### src/rtl/mul_acc_unsigned.sv
// mul_acc_unsigned: sums LEN consecutive unsigned products from the multiplier
// into one result, presented on a held valid/ready output with overflow flag.
// Optional build macro: MUL_ACC_SAT_EN (clamp accumulator on overflow instead
// of wrapping).
module mul_acc_unsigned #(
  parameter int WIDTH     = 4,
  parameter int LEN       = 4,
  parameter int ACC_WIDTH = 10
) (
  input  logic                 clk,
  input  logic                 rst,
  input  logic                 in_valid,
  output logic                 in_ready,
  input  logic [2*WIDTH-1:0]   z_in,
  output logic                 out_valid,
  input  logic                 out_ready,
  output logic [ACC_WIDTH-1:0] acc_out,
  output logic                 ovf,
  output logic [7:0]           cnt
);

  typedef enum logic {ACCUM, HOLD} state_t;

  localparam logic [7:0] LAST_CNT = 8'(LEN - 1);

  state_t               state, state_nxt;
  logic                 accept, release_hold;
  logic [ACC_WIDTH:0]   sum;
  logic [ACC_WIDTH-1:0] acc, acc_nxt;

  // One extra bit catches the carry out of the accumulator width.
  assign sum = {1'b0, acc} + (ACC_WIDTH+1)'(z_in);

`ifdef MUL_ACC_SAT_EN
  // Clamp on carry; once at the ceiling any further nonzero add carries again,
  // so the value stays pinned for the rest of the group.
  assign acc_nxt = sum[ACC_WIDTH] ? {ACC_WIDTH{1'b1}} : sum[ACC_WIDTH-1:0];
`else
  // Plain modulo 2^ACC_WIDTH wrap.
  assign acc_nxt = sum[ACC_WIDTH-1:0];
`endif

  assign acc_out = acc;

  // State register.
  always_ff @(posedge clk) begin
    if (rst) state <= ACCUM;
    else     state <= state_nxt;
  end

  // Next state and handshake decode; outputs depend only on registered state.
  always_comb begin
    state_nxt    = state;
    in_ready     = 1'b0;
    out_valid    = 1'b0;
    accept       = 1'b0;
    release_hold = 1'b0;
    case (state)
      ACCUM: begin
        in_ready = 1'b1;
        accept   = in_valid;
        if (in_valid && cnt == LAST_CNT) state_nxt = HOLD;
      end
      HOLD: begin
        out_valid    = 1'b1;
        release_hold = out_ready;
        if (out_ready) state_nxt = ACCUM;
      end
      default: state_nxt = ACCUM;
    endcase
  end

  // Accumulator, product count and sticky overflow; cleared on release.
  always_ff @(posedge clk) begin
    if (rst) begin
      acc <= '0;
      cnt <= '0;
      ovf <= 1'b0;
    end else if (release_hold) begin
      acc <= '0;
      cnt <= '0;
      ovf <= 1'b0;
    end else if (accept) begin
      acc <= acc_nxt;
      cnt <= cnt + 8'd1;
      ovf <= ovf | sum[ACC_WIDTH];
    end
  end

endmodule

### config.mk
export PLATFORM = sky130hd
export DESIGN_NAME = mul_acc_unsigned
export DESIGN_NICKNAME = d
export VERILOG_FILES = /design/src/rtl/mul_acc_unsigned.sv
export SDC_FILE = /design/constraint.sdc
export NUM_CORES = 1
export LEC_CHECK = 0
export ABC_AREA = 1
export BUFFER_PORTS_ARGS = -buffer_cell sky130_fd_sc_hd__buf_2
export CAP_MARGIN = 20
export CELL_PAD_IN_SITES_DETAIL_PLACEMENT = 2
export CELL_PAD_IN_SITES_GLOBAL_PLACEMENT = 2
export CORE_MARGIN = 3
export CORE_UTILIZATION = 24
export DETAILED_ROUTE_END_ITERATION = 6
export PLACE_DENSITY = 0.8
export SKIP_LAST_GASP = 1
export SLEW_MARGIN = 20
export SYNTH_ARGS = -nofsm -noshare
export SYNTH_HDL_FRONTEND = slang
export SYNTH_SLANG_ARGS = --single-unit
### constraint.sdc
create_clock -name clk -period 1.6 [get_ports clk]
set_input_delay 0.24 -clock clk [delete_from_list [all_inputs] [get_ports clk]]
set_output_delay 0.24 -clock clk [all_outputs]
set_load 0.005 [all_outputs]
### After elaboration in Yosys (flattened, before gate mapping)

Index checks and enable logic that the tools add are counted.

* add/subtract/negate cells: 2
* $mul: 0
* div/mod/pow operators: 0
* $lt $le $gt $ge: 0
* equal/unequal tests: 1
* shift-type cells: 0
* muxes and demuxes: 7
* bitwise operators: 2
* reductions and logical operators: 2

Operator list (number)
* adder 10 x 8 -> 11 bit: 1
* adder 8 x 1 -> 8 bit, second input constant: 1
* == test 8 x 2 -> 1 bit, second input constant: 1
* 2-to-1 mux 1 bit: 6
* case mux 1 bit (2 select lines): 1
* OR reduction 2 bit: 1
* logical AND 1 bit: 1
* NOT 1 bit: 1
* OR 1 bit: 1

* bits in registers: 20
* latch bits: 0
* memory bits (writable): 0
* memory bits (read-only): 0
* input bits: 12
* output and inout port bits: 21
* logic and storage cells: 18
* memories: 0

### Logic depth before layout (Yosys ltp)

* word-level depth: 4
* gate-level depth with buffers: 12
* depth with buffers taken out: 12

### Worst setup path before layout

No wires, ideal clock.

* kind: reg2reg
* from: register acc[0] (netlist: acc_out[0])
* to: register acc[8] (netlist: acc_out[8])
* library setup time: 0.115 ns
* arrival time: 1.521 ns
* required time: 1.485 ns
* setup slack: -0.036 ns
* stages on the path, launching flop included: 12
* buffers on the path: 0
* period minus slack after synthesis: 1.636 ns
* cells stage by stage: dfxtp_1 ha_1 inv_1 fa_1 inv_1 nand2_1 a21oi_2 nand2_1 nand2_1 nand3_1 nand2_1 nor2_1

* longest elaborated chain between the ends: 1

Ends and longest elaborated chain
* start, declared: line 29 `logic [ACC_WIDTH-1:0] acc, acc_nxt;`
* start signal, assigned: line 84 `acc <= acc_nxt;`
* adder 10 x 8 -> 11 bit: line 32 `assign sum = {1'b0, acc} + (ACC_WIDTH+1)'(z_in);`

Every way passes these cells.
A chain may end at the register's enable or synchronous reset.

### Final worst setup path

* from: register acc[0] (netlist: acc_out[0])
* to: register ovf

* longest elaborated chain between the ends: 2

Ends and longest elaborated chain
* adder 10 x 8 -> 11 bit: line 32
* OR 1 bit: line 86 `ovf <= ovf | sum[ACC_WIDTH];`
* end signal, assigned: line 86
* end, declared: line 18 `output logic ovf,`

Every way passes these cells.

==> out/metrics.cfg <==
[outcome]
status = finished, violations left
violations = negative setup slack

[finish]
final_core_util_pct = 35.1
final_cell_mix = nand2_1, buf_2, nor2_1, inv_1, dfxtp_1
n_antenna_cell = 0
fill_cells = 638
fin_cells = 313
area_growth_pct = 40.4
fin_nets = 266
drive_gt1_share_pct = 33.3
layout_commonest_cell = nand2_1

[setup_path]
crit_path_end_kind = flop
critPathArrivalTime_ns = 1.86
r2r_cells = 10
reg2reg_from = acc_out[0]
r2r-end = ovf
path_class = flop to flop
rrSetupSlack_ns = -0.06
cp_max_fo = 3
cp.required_ns = 1.80
cp-start-kind = flop

[yosys]
syn_inst = 200
ys_types = 27
yosys_warnings = 0
syn_nets = 222
syn_area_per_cell_sq_um = 6.46
syn_area_sq_mm = 0.00129
synth-seq-area-share_pct = 31.0
synth_seq_cells = 20

[route]
wirelength_microns = 4430
wire_per_inst_microns = 14.2
final_antenna_net_count = 0
via_count = 1430
drc_errors = 0
drt_iter0_markers = 23
firstDrtPassIters = 4
vias_per_cell = 4.57

[global_route]
grt_pass1_wl_microns = 7110
grt_pass1_vias = 1574
overflow = 0
grt_max_degree = 13
grt_use_total_pct = 14.3
antenna_found_initial = 0

[clocking]
cts_buffers = 3
cts_tree = built
h-tree-depth = 1
clock_sinks = 20
cts_buffer_depth = 2
worstSkewPairLatency_ns = 0.27
clock-root-buffer = clkbuf_8
clkSlewWorstSetupHoldPaths_ns = 0.08

[floorplanning]
start_util_pct = 25.0
die-area_sq_mm = 0.00630
fp.dieW_microns = 79.4
core_area_sq_mm = 0.00517
boundaryPins = 33
rows = 26
die_h_microns = 79.4

[hold_path]
hold_end = state
hold_class = input pin to flop
holdPathStages = 2
hp-start = rst

[sta]
hold_violations = 0
slew_viol_final = 0
fin_crit_sh_pct = 104
clock_skew_ns = 0.00701
finalCriticalPeriod_ns = 1.66
setup_viol = 4
fin_ws_ns = -0.0579
tightest_slew_ns = 0.289
rsz0062_at_grt = true
max_slew_margin_pct = 80.6
fmax_ghz = 0.603

[place]
dpl.cell_count = 307
gp_congestion = 0.732
dp_hpwl_microns = 3340
port_buffers = 32

[flow_run]
maxCapViolations = 0

[power_and_ir_drop]
power_density_mw_per_mm2 = 850
p_leak_nw = 0.905
irDropWorstVdd_uv = 298

-- per-stage QoR --
step                      power (W)  hold WS (ns)  setup WS [ns]  setup TNS [ns]  cell area (sq um)
after floorplan            0.000796         0.312       0.000251               0               1310
after global placement     0.000917         0.421        -0.0837          -0.228               1600
after detailed placement   0.000935         0.423         -0.142          -0.408               1600
after CTS                   0.00151         0.132        -0.0168         -0.0329               1710
after global routing        0.00165         0.136         -0.162          -0.577               1810
final                       0.00154         0.136        -0.0579          -0.181               1810
-- what timing repair did --
action | in CTS | in global routing
setup endpoints to repair | 4 | 9
hold buffers | 0 | 0
gates resized for setup | 9 | 19
buffers inserted | 2 | 0
pin swaps | 5 | 5
hold endpoints to repair | 0 | 0
-- per-layer routing --
metal  GRT usage (%)  share of wire, %
met3            2.03               3.0
met1            17.1                45
met4            4.12               1.2
met5               0                 0
met2            26.3                51
-- logic make-up after synthesis --
family,count (synthesis),synth area share [%]
adder cells (fa/ha/maj),10,10.3
AO/OA/AOI/OAI,24,10.3
flip-flops,20,31.0
AND/OR/NAND/NOR,108,36.5
XOR/XNOR,2,1.36
buffers and inverters,36,10.6
-- worst max-delay path, cell delays in order, from the launching register on --
cell      delay, ns
dfxtp_2        0.36
ha_4           0.13
inv_2          0.03
fa_2           0.34
inv_2          0.08
nand2_4        0.06
a21oi_4        0.21
nand2_2        0.09
nand2_4        0.08
nand3b_1       0.07
a21oi_1        0.13
-- how the worst max path moves through the flow --
| stage | start | end | slack [ns] | cells after the start |
|---|---|---|---|---|
| after floorplan | acc_out[0] | acc_out[6] | 0.0003 | 11 |
| after global placement | z_in[0] | acc_out[8] | -0.08 | 12 |
| after detailed placement | acc_out[0] | acc_out[6] | -0.14 | 11 |
| after CTS | acc_out[0] | acc_out[8] | -0.02 | 11 |
| after global routing | acc_out[0] | acc_out[8] | -0.16 | 11 |
| final | acc_out[0] | ovf | -0.06 | 10 |
-- where the power goes --
part	internal [W]	switching, W	leakage (nW)
combinational	0.000191	0.000247	0.705
sequential	0.000529	0.0000342	0.164
clock	0.000335	0.000205	0.0357
-- cell type report --
| class | instances | area (sq um) | area share (%) |
|---|---|---|---|
| Timing Repair Buffer | 42 | 235 | 13.0 |
| Inverter | 33 | 124 | 6.83 |
| Clock buffer | 3 | 41.3 | 2.28 |
| Sequential cell | 20 | 403 | 22.2 |
| Clock inverter | 1 | 30.0 | 1.66 |
| Tap cell | 70 | 87.6 | 4.83 |
| Multi-Input combinational cell | 144 | 893 | 49.2 |
-- sequential cells by signal, indices dropped and copies added, names as in the netlist --
register  cells
ovf           1
acc_out      10
state         1
cnt           8
-- synthesized netlist by cell type --
cell type,instances,area share [%]
nand2_1,50,15
inv_1,31,9.0
nor3_1,1,0.39
a21boi_0,1,0.58
o21bai_1,1,0.58
nand3b_1,1,0.58
nor2_1,33,9.6
nor2_2,2,0.97
inv_2,2,0.58
a21oi_2,2,1.4
nand4_1,2,0.97
a21oi_1,12,4.6
clkbuf_1,1,0.29
fa_1,1,1.5
nor3_2,2,1.5
nand3_1,12,4.6
nand2_2,1,0.48
nor3b_2,1,0.97
o21ai_0,7,2.7
ha_1,9,8.7
nor2_4,1,0.87
o21ai_1,1,0.39
and2_1,1,0.48
nor4_1,1,0.48
buf_2,2,0.77
dfxtp_1,20,31
xor2_1,2,1.4
No activity file was read; power rests on OpenSTA's default activity.
